`src/rtl/output_writer_if.sv`:
```
// Result-segment intake plus AXI write-address/data/response channels of the output writer.
// The writer sits on the master side; the PE array and the memory sit on the slave side.
interface output_writer_if #(
  parameter int DW  = 32,
  parameter int AW  = 32,
  parameter int POX = 15
);
  logic              res_valid;
  logic              res_ready;
  logic [POX*DW-1:0] res_data;
  logic              awvalid;
  logic              awready;
  logic [AW-1:0]     awaddr;
  logic [7:0]        awlen;
  logic [1:0]        awburst;
  logic              wvalid;
  logic              wready;
  logic [DW-1:0]     wdata;
  logic              wlast;
  logic              bvalid;
  logic              bready;
  logic [1:0]        bresp;

  modport master (
    input  res_valid, res_data, awready, wready, bvalid, bresp,
    output res_ready, awvalid, awaddr, awlen, awburst, wvalid, wdata, wlast, bready
  );

  modport slave (
    output res_valid, res_data, awready, wready, bvalid, bresp,
    input  res_ready, awvalid, awaddr, awlen, awburst, wvalid, wdata, wlast, bready
  );
endinterface

```
`src/rtl/output_writer.sv`:
```
// AXI write initiator: buffers two POX-word result segments and writes each as one INCR
// burst, walking the output map in POY-row x POX-column tiles.
module output_writer #(
  parameter int DW  = 32,
  parameter int AW  = 32,
  parameter int POX = 15,
  parameter int POY = 3,
  parameter int OW  = 105,
  parameter int OH  = 105
) (
  input  logic                clk,
  input  logic                rst,
  input  logic                init_addr_en,
  input  logic [AW-1:0]       init_addr,
  output_writer_if.master     bus,
  output logic                blkdone,
  output logic                mapend,
  output logic                err
);
  localparam int NBX = OW / POX;
  localparam int NBY = OH / POY;
  localparam int RW  = (POY > 1) ? $clog2(POY) : 1;
  localparam int BXW = (NBX > 1) ? $clog2(NBX) : 1;
  localparam int BYW = (NBY > 1) ? $clog2(NBY) : 1;

  typedef enum logic [1:0] {
    S_IDLE = 2'd0,
    S_ADDR = 2'd1,
    S_DATA = 2'd2,
    S_RESP = 2'd3
  } state_t;

  state_t            state_r;
  logic [POX*DW-1:0] slot_r [2];
  logic              head_r;
  logic [1:0]        count_r;
  logic [1:0]        count_n_s;
  logic              res_ready_r, awvalid_r, wvalid_r, wlast_r, bready_r;
  logic              blkdone_r, mapend_r, err_r;
  logic [AW-1:0]     awaddr_r, base_r, base_n_s, addr_s;
  logic [DW-1:0]     wdata_r;
  logic [7:0]        beat_r, beat_nx_s;
  logic [RW-1:0]     r_r, r_n_s;
  logic [BXW-1:0]    bx_r, bx_n_s;
  logic [BYW-1:0]    by_r, by_n_s;
  logic              push_s, pop_s, load_s, blk_s, map_s;
  logic [POX*DW-1:0] head_seg_s;

  assign push_s     = bus.res_valid & res_ready_r;
  assign pop_s      = (state_r == S_RESP) & bus.bvalid & bready_r;
  assign load_s     = init_addr_en & (state_r == S_IDLE) & (count_r == 2'd0);
  assign head_seg_s = slot_r[head_r];
  assign beat_nx_s  = beat_r + 8'd1;
  // Addresses use the post-update counters so a burst launched on the B handshake is already advanced.
  assign addr_s = base_n_s + ((AW'(by_n_s) * AW'(POY)) + AW'(r_n_s)) * AW'(OW)
                + AW'(bx_n_s) * AW'(POX);

  assign bus.res_ready = res_ready_r;
  assign bus.awvalid   = awvalid_r;
  assign bus.awaddr    = awaddr_r;
  assign bus.awlen     = 8'(POX - 1);
  assign bus.awburst   = 2'b01;
  assign bus.wvalid    = wvalid_r;
  assign bus.wdata     = wdata_r;
  assign bus.wlast     = wlast_r;
  assign bus.bready    = bready_r;
  assign blkdone       = blkdone_r;
  assign mapend        = mapend_r;
  assign err           = err_r;

  // Slot occupancy after this cycle's push/pop.
  always_comb begin
    count_n_s = count_r;
    case ({push_s, pop_s})
      2'b10:   count_n_s = count_r + 2'd1;
      2'b01:   count_n_s = count_r - 2'd1;
      default: count_n_s = count_r;
    endcase
  end

  // Next tile-walk position: a base load wins, otherwise advance one row per retired segment.
  always_comb begin
    r_n_s    = r_r;
    bx_n_s   = bx_r;
    by_n_s   = by_r;
    base_n_s = base_r;
    blk_s    = 1'b0;
    map_s    = 1'b0;
    if (load_s) begin
      r_n_s    = {RW{1'b0}};
      bx_n_s   = {BXW{1'b0}};
      by_n_s   = {BYW{1'b0}};
      base_n_s = init_addr;
    end else if (pop_s) begin
      if (r_r == RW'(POY - 1)) begin
        r_n_s = {RW{1'b0}};
        blk_s = 1'b1;
        if (bx_r == BXW'(NBX - 1)) begin
          bx_n_s = {BXW{1'b0}};
          if (by_r == BYW'(NBY - 1)) begin
            by_n_s   = {BYW{1'b0}};
            map_s    = 1'b1;
            base_n_s = base_r + AW'(OW * OH);
          end else begin
            by_n_s = by_r + BYW'(1);
          end
        end else begin
          bx_n_s = bx_r + BXW'(1);
        end
      end else begin
        r_n_s = r_r + RW'(1);
      end
    end else begin
      base_n_s = base_r;
    end
  end

  // Ping-pong segment storage; the tail slot is the one after the head when one is full.
  always_ff @(posedge clk or posedge rst) begin
    if (rst) begin
      slot_r[0]   <= '0;
      slot_r[1]   <= '0;
      head_r      <= 1'b0;
      count_r     <= 2'd0;
      res_ready_r <= 1'b1;
    end else begin
      if (push_s) slot_r[head_r ^ count_r[0]] <= bus.res_data;
      if (pop_s) head_r <= ~head_r;
      count_r     <= count_n_s;
      res_ready_r <= (count_n_s != 2'd2);
    end
  end

  // Burst sequencer with registered AXI outputs and tile-walk bookkeeping.
  always_ff @(posedge clk or posedge rst) begin
    if (rst) begin
      state_r   <= S_IDLE;
      awvalid_r <= 1'b0;
      awaddr_r  <= '0;
      wvalid_r  <= 1'b0;
      wdata_r   <= '0;
      wlast_r   <= 1'b0;
      bready_r  <= 1'b0;
      beat_r    <= 8'd0;
      r_r       <= '0;
      bx_r      <= '0;
      by_r      <= '0;
      base_r    <= '0;
      blkdone_r <= 1'b0;
      mapend_r  <= 1'b0;
      err_r     <= 1'b0;
    end else begin
      r_r       <= r_n_s;
      bx_r      <= bx_n_s;
      by_r      <= by_n_s;
      base_r    <= base_n_s;
      blkdone_r <= blk_s;
      mapend_r  <= map_s;
      if (load_s) err_r <= 1'b0;
      else if (pop_s && (bus.bresp != 2'b00)) err_r <= 1'b1;
      case (state_r)
        S_IDLE: begin
          if (push_s || (count_r != 2'd0)) begin
            state_r   <= S_ADDR;
            awvalid_r <= 1'b1;
            awaddr_r  <= addr_s;
          end
        end
        S_ADDR: begin
          if (bus.awready) begin
            awvalid_r <= 1'b0;
            state_r   <= S_DATA;
            wvalid_r  <= 1'b1;
            beat_r    <= 8'd0;
            wdata_r   <= head_seg_s[DW-1:0];
            wlast_r   <= (POX == 1);
          end
        end
        S_DATA: begin
          if (bus.wready) begin
            if (wlast_r) begin
              wvalid_r <= 1'b0;
              wlast_r  <= 1'b0;
              bready_r <= 1'b1;
              state_r  <= S_RESP;
            end else begin
              beat_r  <= beat_nx_s;
              wdata_r <= head_seg_s[int'(beat_nx_s) * DW +: DW];
              wlast_r <= (beat_nx_s == 8'(POX - 1));
            end
          end
        end
        S_RESP: begin
          if (pop_s) begin
            bready_r <= 1'b0;
            if (count_n_s != 2'd0) begin
              state_r   <= S_ADDR;
              awvalid_r <= 1'b1;
              awaddr_r  <= addr_s;
            end else begin
              state_r <= S_IDLE;
            end
          end
        end
        default: state_r <= S_IDLE;
      endcase
    end
  end
endmodule

```
`src/flat_wrapper.sv`:
```
// flat-port wrapper written by rule: the top's interface ports become plain ports
module output_writer_flat 
#(
  parameter int DW  = 32,
  parameter int AW  = 32,
  parameter int POX = 15,
  parameter int POY = 3,
  parameter int OW  = 105,
  parameter int OH  = 105
)
  (clk, rst, init_addr_en, init_addr, blkdone, mapend, err, bus_res_valid, bus_res_data, bus_awready, bus_wready, bus_bvalid, bus_bresp, bus_res_ready, bus_awvalid, bus_awaddr, bus_awlen, bus_awburst, bus_wvalid, bus_wdata, bus_wlast, bus_bready);
  output_writer_if #(.DW(DW), .AW(AW), .POX(POX)) bus_i ();
  input  logic clk;
  input  logic rst;
  input  logic init_addr_en;
  input  logic [AW-1:0] init_addr;
  output logic blkdone;
  output logic mapend;
  output logic err;
  input wire logic [$bits(bus_i.res_valid)-1:0] bus_res_valid;
  input wire logic [$bits(bus_i.res_data)-1:0] bus_res_data;
  input wire logic [$bits(bus_i.awready)-1:0] bus_awready;
  input wire logic [$bits(bus_i.wready)-1:0] bus_wready;
  input wire logic [$bits(bus_i.bvalid)-1:0] bus_bvalid;
  input wire logic [$bits(bus_i.bresp)-1:0] bus_bresp;
  output wire logic [$bits(bus_i.res_ready)-1:0] bus_res_ready;
  output wire logic [$bits(bus_i.awvalid)-1:0] bus_awvalid;
  output wire logic [$bits(bus_i.awaddr)-1:0] bus_awaddr;
  output wire logic [$bits(bus_i.awlen)-1:0] bus_awlen;
  output wire logic [$bits(bus_i.awburst)-1:0] bus_awburst;
  output wire logic [$bits(bus_i.wvalid)-1:0] bus_wvalid;
  output wire logic [$bits(bus_i.wdata)-1:0] bus_wdata;
  output wire logic [$bits(bus_i.wlast)-1:0] bus_wlast;
  output wire logic [$bits(bus_i.bready)-1:0] bus_bready;
  assign bus_i.res_valid = bus_res_valid;
  assign bus_i.res_data = bus_res_data;
  assign bus_i.awready = bus_awready;
  assign bus_i.wready = bus_wready;
  assign bus_i.bvalid = bus_bvalid;
  assign bus_i.bresp = bus_bresp;
  assign bus_res_ready = bus_i.res_ready;
  assign bus_awvalid = bus_i.awvalid;
  assign bus_awaddr = bus_i.awaddr;
  assign bus_awlen = bus_i.awlen;
  assign bus_awburst = bus_i.awburst;
  assign bus_wvalid = bus_i.wvalid;
  assign bus_wdata = bus_i.wdata;
  assign bus_wlast = bus_i.wlast;
  assign bus_bready = bus_i.bready;
  output_writer #(.DW(DW), .AW(AW), .POX(POX), .POY(POY), .OW(OW), .OH(OH)) u_core (.clk(clk), .rst(rst), .init_addr_en(init_addr_en), .init_addr(init_addr), .bus(bus_i), .blkdone(blkdone), .mapend(mapend), .err(err));
endmodule
```
`config.mk`:
```
export PLATFORM = sky130hd
export DESIGN_NAME = output_writer_flat
export DESIGN_NICKNAME = d
export VERILOG_FILES = /design/src/rtl/output_writer_if.sv /design/src/rtl/output_writer.sv /design/src/flat_wrapper.sv
export SDC_FILE = /design/constraint.sdc
export NUM_CORES = 2
export LEC_CHECK = 0
export BUFFER_PORTS_ARGS = -buffer_cell sky130_fd_sc_hd__buf_2
export CORE_MARGIN = 4
export CORE_UTILIZATION = 55
export DETAILED_ROUTE_END_ITERATION = 10
export GPL_TIMING_DRIVEN = 0
export PLACE_DENSITY = 0.76
export SLEW_MARGIN = 0
export SYNTH_ARGS = -nofsm -noshare
export SYNTH_HDL_FRONTEND = slang
export SYNTH_SLANG_ARGS = --single-unit
```
`constraint.sdc`:
```
create_clock -name clk -period 42.9 [get_ports clk]
set_input_delay 6.435 -clock clk [delete_from_list [all_inputs] [get_ports clk]]
set_output_delay 6.435 -clock clk [all_outputs]
set_load 0.02 [all_outputs]
```
## Word-level counts from Yosys, hierarchy flattened

Cells that the tools add are included.

- Register bits after elaboration: 1088
- Input port bits: 521
- Output and inout port bits: 82
- Word-level logic and storage cells: 152

- Add/sub/neg operators: 10
- Multipliers: 3
- $lt $le $gt $ge: 3
- Equality and inequality tests: 17
- Shifts and indexed selects: 1
- Mux-type cells: 69
- Bitwise gates (word level): 9
- Reductions and logical operators: 20

Operators with widths:

| kind | count |
|---|---|
| $mux W480 | 4 |
| $bwmux W960 | 1 |
| $demux W480 S1 | 1 |
| $shiftx A480 B14 Y32 | 1 |
| $mux W32 | 11 |
| $pmux W32 S2 | 2 |
| $add A32 B14 Y32 const B | 1 |
| $add A32 B32 Y32 | 1 |
| $add A32 B7 Y32 | 1 |
| $mul A32 B7 Y32 const B | 1 |
| $mux W6 | 5 |
| $mux W8 | 3 |
| $mux W1 | 23 |
| $mux W2 | 8 |
| $pmux W8 S2 | 1 |
| $reduce_and A4 Y1 | 4 |
| $reduce_bool A2 Y1 | 7 |
| $mux W3 | 4 |
| $ne A2 B2 Y1 const B | 6 |
| $reduce_and A5 Y1 | 2 |
| $add A8 B2 Y9 | 1 |
| $add A8 B1 Y8 const B | 1 |
| $eq A2 B2 Y1 const B | 4 |
| $eq A8 B4 Y1 const B | 1 |
| 25 further kinds | 38 |

## Depth between registers and ports, before layout

- Depth after elaboration: 14
- Mapped depth: 36
- Depth with buffers taken out: 34

## Worst setup path after synthesis

Ideal clock, no wire load.

- Kind: input to register
- Start point: input init_addr_en
- End point: register u_core.awaddr_r[25], in the netlist u_core.bus.awaddr[25]
- Library setup time: 132 ps
- Data arrival time: 13946 ps
- Data required time: 42768 ps
- Setup slack: 28822 ps
- Stages on the path: 34
- Path buffers: 5
- Path through: nor4bb_1 -> clkbuf_1 -> clkbuf_1 -> clkbuf_1 -> clkbuf_1 -> nor2_1 -> fa_1 -> ha_1 -> inv_1 -> fa_1 -> inv_1 -> a21oi_1 -> o21ai_0 -> xor2_1 -> ha_1 -> ha_1 -> inv_1 -> fa_1 -> inv_1 -> fa_1 -> inv_1 -> fa_1 -> inv_1 -> ha_1 -> nor3_1 -> nor2_1 -> a31oi_1 -> o31ai_1 -> a31oi_1 -> or3_1 -> clkbuf_1 -> nor4b_1 -> xnor2_1 -> o21ai_1

- Longest elaborated chain between the ends: 11
- Elaborated cells between the ends (all ways): 16
- Those cells by class: add/sub (3); mul (3); mux (8); bitwise (2)

Ends and longest elaborated chain:

| item | RTL line | RTL |
|---|---|---|
| start: declaration | flat_wrapper.sv:15 | `input logic init_addr_en;` |
| $and A1 B1 Y1 * (2 in series) | output_writer.sv:51 | `assign load_s = init_addr_en & (state_r == S_IDLE) & (count_r == 2'd0);` |
| $mux W6 * | output_writer.sv:89 | `if (load_s) begin` |
| named net u_core.by_n_s[1] | output_writer.sv:45 | `logic [BYW-1:0] by_r, by_n_s;` |
| $mul A6 B2 Y8 * | output_writer.sv:55 | `assign addr_s = base_n_s + ((AW'(by_n_s) * AW'(POY)) + AW'(r_n_s)) * AW'(OW)` |
| $add A8 B2 Y9 * | output_writer.sv:55 |  |
| $mul A32 B7 Y32 * | output_writer.sv:55 |  |
| $add A32 B32 Y32 * | output_writer.sv:55 |  |
| $add A32 B7 Y32 * | output_writer.sv:56 | `+ AW'(bx_n_s) * AW'(POX);` |
| $mux W32 | output_writer.sv:196 | `if (count_n_s != 2'd0) begin` |
| $mux W32 | output_writer.sv:194 | `if (pop_s) begin` |
| $pmux W32 S2 * | output_writer.sv:161 | `case (state_r)` |
| end signal: assignment | output_writer.sv:166 | `awaddr_r <= addr_s;` |
| end signal: assignment | output_writer.sv:199 | `awaddr_r <= addr_s;` |
| end: declaration | output_writer.sv:40 | `logic [AW-1:0] awaddr_r, base_r, base_n_s, addr_s;` |

The timed path passes the listed nets; every way through them passes the cells marked *. The select of a mux whose other input is x is not followed.
A chain may end at the register's enable or synchronous reset.

## Worst setup path in the final report

Ends and elaborated chain as after synthesis.

==> impl_metrics.tcl <==
set metrics [dict create \
    outcome "finished clean" \
    placedCellCount 5491 \
    power.density_cell_area_mw_per_mm2 89.29 \
    report.final.setup_viol 0 \
    final_cell_count_no_fill 5783 \
    ys_types 74 \
    post_cts_hold_buffer_count 0 \
    dp_slack_ps 26750 \
    h-tree-depth 3 \
    max_slew_margin_pct 1.231 \
    count_of_flip_flops_with_a_built_in_enable_after_synthesis 0 \
    finClkSkew_ps 28.93 \
    drt_drc_violations_left 0 \
    worst_setup_hold_path_clk_slew_ps 60 \
    post_cts.resized_instances 0 \
    final_cycle_utilization_of_the_critical_path_pct 36.30 \
    mostFrequentLayoutCell "sky130_fd_sc_hd__dfrtp_1" \
    synth.avg_cell_area_um2 14.39 \
    number_of_placed_i_o_pins 603 \
    synth-seq-cells 1088 \
    synthFlopType "sky130_fd_sc_hd__dfrtp_1" \
    fp.coreArea_mm2 0.09375 \
    fin_tns_setup_ps 0 \
    detail_route.wirelength_um 164600 \
    critical_path_arrival_ps 16140 \
    fin_hold_ws_ps 476.1 \
    grt_pass1_wl_um 236000 \
    final_critical_path_setup_slack_ps 27330 \
    synth.cell_area_mm2 0.05217 \
    timing.critical_path.slowest_cell_delay_ps 690 \
    cts.path.max_buffers 3 \
    rsz0062_at_grt "false" \
    drv_cap 0 \
    die_h_um 316.0 \
    global_route_total_overflow 0 \
    areaGrowthSynthToFinish_pct 17.69 \
    period_minus_slack_ps 15570 \
    fmaxAchievable_mhz 64.22 \
    ant_nets 0 \
    yosysWarningCount 0 \
    peak_supply_drop_mv 0.05002 \
    ys_seq_area_share_pct 52.19 \
    cp_max_fo 10 \
    wl_per_cell_um 28.47 \
    route.detailed.vias_per_inst 6.115 \
    drt-pass1-iter-count 6 \
    horizontal_die_dimension_um 316.0 \
    vias 35364 \
    place_hpwl_um 124700 \
    initial_util_pct 55.65 \
    num-nets-final 4990 \
    place_congestion 0.9260 \
    crit_type "input pin to flip-flop" \
    floorplan.die_area_mm2 0.09985 \
    crit_path_end_kind "flip-flop" \
    grt_util_all_layers_pct 32.53 \
    post_cts_buffers 0 \
    tritoncts_num_sinks 1088 \
    min_path_type "flip-flop to flip-flop" \
    dr.first_iter.drc_count 3176 \
    std_cell_rows 112 \
    timing_worst_slew_pin_value_ps 1482 \
    vias_in_the_first_global_route 35979 \
    cts_buffers 114 \
    portBuffers 592 \
    final_layout_size_suffix_gt1_share_pct 46.35 \
    worst_skew_pair.late_latency_ps 720 \
    async_reset_ff_share_pct 100.0 \
    crit_path_top_delay_cell "sky130_fd_sc_hd__nor4bb_1" \
    critPathLaunchType "input pin" \
    grt_start_max_net_pins 128 \
    power.total_uw 5483 \
    finalHoldViolCount 0 \
    layout_common_cells "1087 x sky130_fd_sc_hd__dfrtp_1, 974 x sky130_fd_sc_hd__mux2_2, 603 x sky130_fd_sc_hd__buf_2" \
    cells_after_synthesis 3626 \
    clock_tree_from_tritoncts "built" \
    static-leakage-power_uw 0.02626 \
    final_max_slew_viol_count 0 \
    crit_required_ps 43470 \
    grt_antenna_before_repair 104 \
    clk_root_buffer_cell "sky130_fd_sc_hd__clkbuf_16" \
]
## registers in the layout (all words and copies together) (netlist names)
register              count
u_core.beat_r             8
u_core.base_r            32
u_core.slot_r           960
u_core.by_r               6
u_core.bus.awvalid        1
u_core.mapend             1
u_core.bus.awaddr        32
u_core.head_r             1
u_core.bx_r               3
u_core.bus.res_ready      1
u_core.bus.wdata         32
u_core.count_r            2
u_core.bus.bready         1
u_core.blkdone            1
u_core.bus.wlast          1
u_core.bus.wvalid         1
u_core.r_r                2
u_core.err                1
u_core.state_r            2
## metal layers
metal  part of all wire, %  wire length [um]  up-vias  track usage [%]
met3                   9.0             14810      372            8.979
met4                   5.0              8210       34            15.12
li1                      -                 -    14940                -
met1                    38             63220    18532            42.18
met5                  0.13               215        -                0
met2                    47             78160     1486            51.44
## synthesized netlist by cell type (31+ instances only)
cell type	instances	share of area, %
sky130_fd_sc_hd__nand2_1	174	1.3
sky130_fd_sc_hd__clkbuf_1	178	1.3
sky130_fd_sc_hd__mux4_2	238	10
sky130_fd_sc_hd__a21oi_1	55	0.53
sky130_fd_sc_hd__ha_1	85	2.0
sky130_fd_sc_hd__o221ai_1	33	0.55
sky130_fd_sc_hd__o21ai_0	93	0.89
sky130_fd_sc_hd__fa_1	31	1.2
sky130_fd_sc_hd__xnor2_1	45	0.76
sky130_fd_sc_hd__o21a_1	38	0.55
sky130_fd_sc_hd__buf_1	42	0.30
sky130_fd_sc_hd__inv_1	105	0.76
sky130_fd_sc_hd__mux2i_1	71	1.4
sky130_fd_sc_hd__nor2_1	47	0.34
sky130_fd_sc_hd__dfrtp_1	1087	52
sky130_fd_sc_hd__a22oi_1	31	0.45
sky130_fd_sc_hd__mux2_2	974	21
## metrics by stage
stage                     area, um2  util, %
final                         61410    65.50
after global routing          61340    65.43
after CTS                     61210    65.29
after detailed placement      57040    60.84
after global placement        56740    60.52
after floorplan               52200        -
## where the power goes
group          internal [uW]  switching, uW  total (uW)  leakage, uW
Clock                    654            435        1090      0.00204
Sequential              1560            284        1840       0.0128
Combinational           1230           1320        2550       0.0114
## logic make-up after synthesis
group,Yosys count,share of synthesized area [%]
other,2,0.01439
flip-flops,1088,52.19
XOR/XNOR,62,1.041
adder cells (fa/ha/maj),116,3.228
buffers and inverters,350,2.684
AO/OA/AOI/OAI,367,4.779
AND/OR/NAND/NOR,358,3.410
multiplexers,1283,32.66
## layout make-up
class / instances / area (um2)
Inverter: 105 / 401.6
Timing Repair Buffer: 603 / 3253
Clock inverter: 58 / 907.1
Tap cell: 1254 / 1569
Sequential cell: 1088 / 27230
Multi-Input combinational cell: 2196 / 23580
Fill cell: 6895 / 32340
Clock buffer: 156 / 3262
Antenna cell: 78 / 195.2
Buffer: 245 / 1006
## worst max-delay path: cells and delay by family
kind | cells | cell delay, ps
and+or+nand+nor | 5 | 1720
adders and majority gates | 9 | 3390
AOI/OAI and AO/OA | 7 | 1530
buffers and inverters | 10 | 2490
xor gates and xnor gates | 2 | 580
## final timing paths
| kind | startpoint | to | slack (ps) | depth (start not counted) |
|---|---|---|---|---|
| min | u_core.bus.awaddr[15] | u_core.bus.awaddr[15] | 480 | 2 |
| max reg2reg | u_core.state_r[0] | u_core.bus.awaddr[25] | 32370 | 34 |
| min in group asynchronous | rst | u_core.slot_r[943] | 5740 | 2 |
| max in group asynchronous | rst | u_core.slot_r[136] | 34800 | 6 |
| max | init_addr_en | u_core.bus.awaddr[25] | 27330 | 33 |
| min reg2reg | u_core.bus.awaddr[15] | u_core.bus.awaddr[15] | 480 | 2 |
Note: power is estimated with default switching activity, not from simulation.
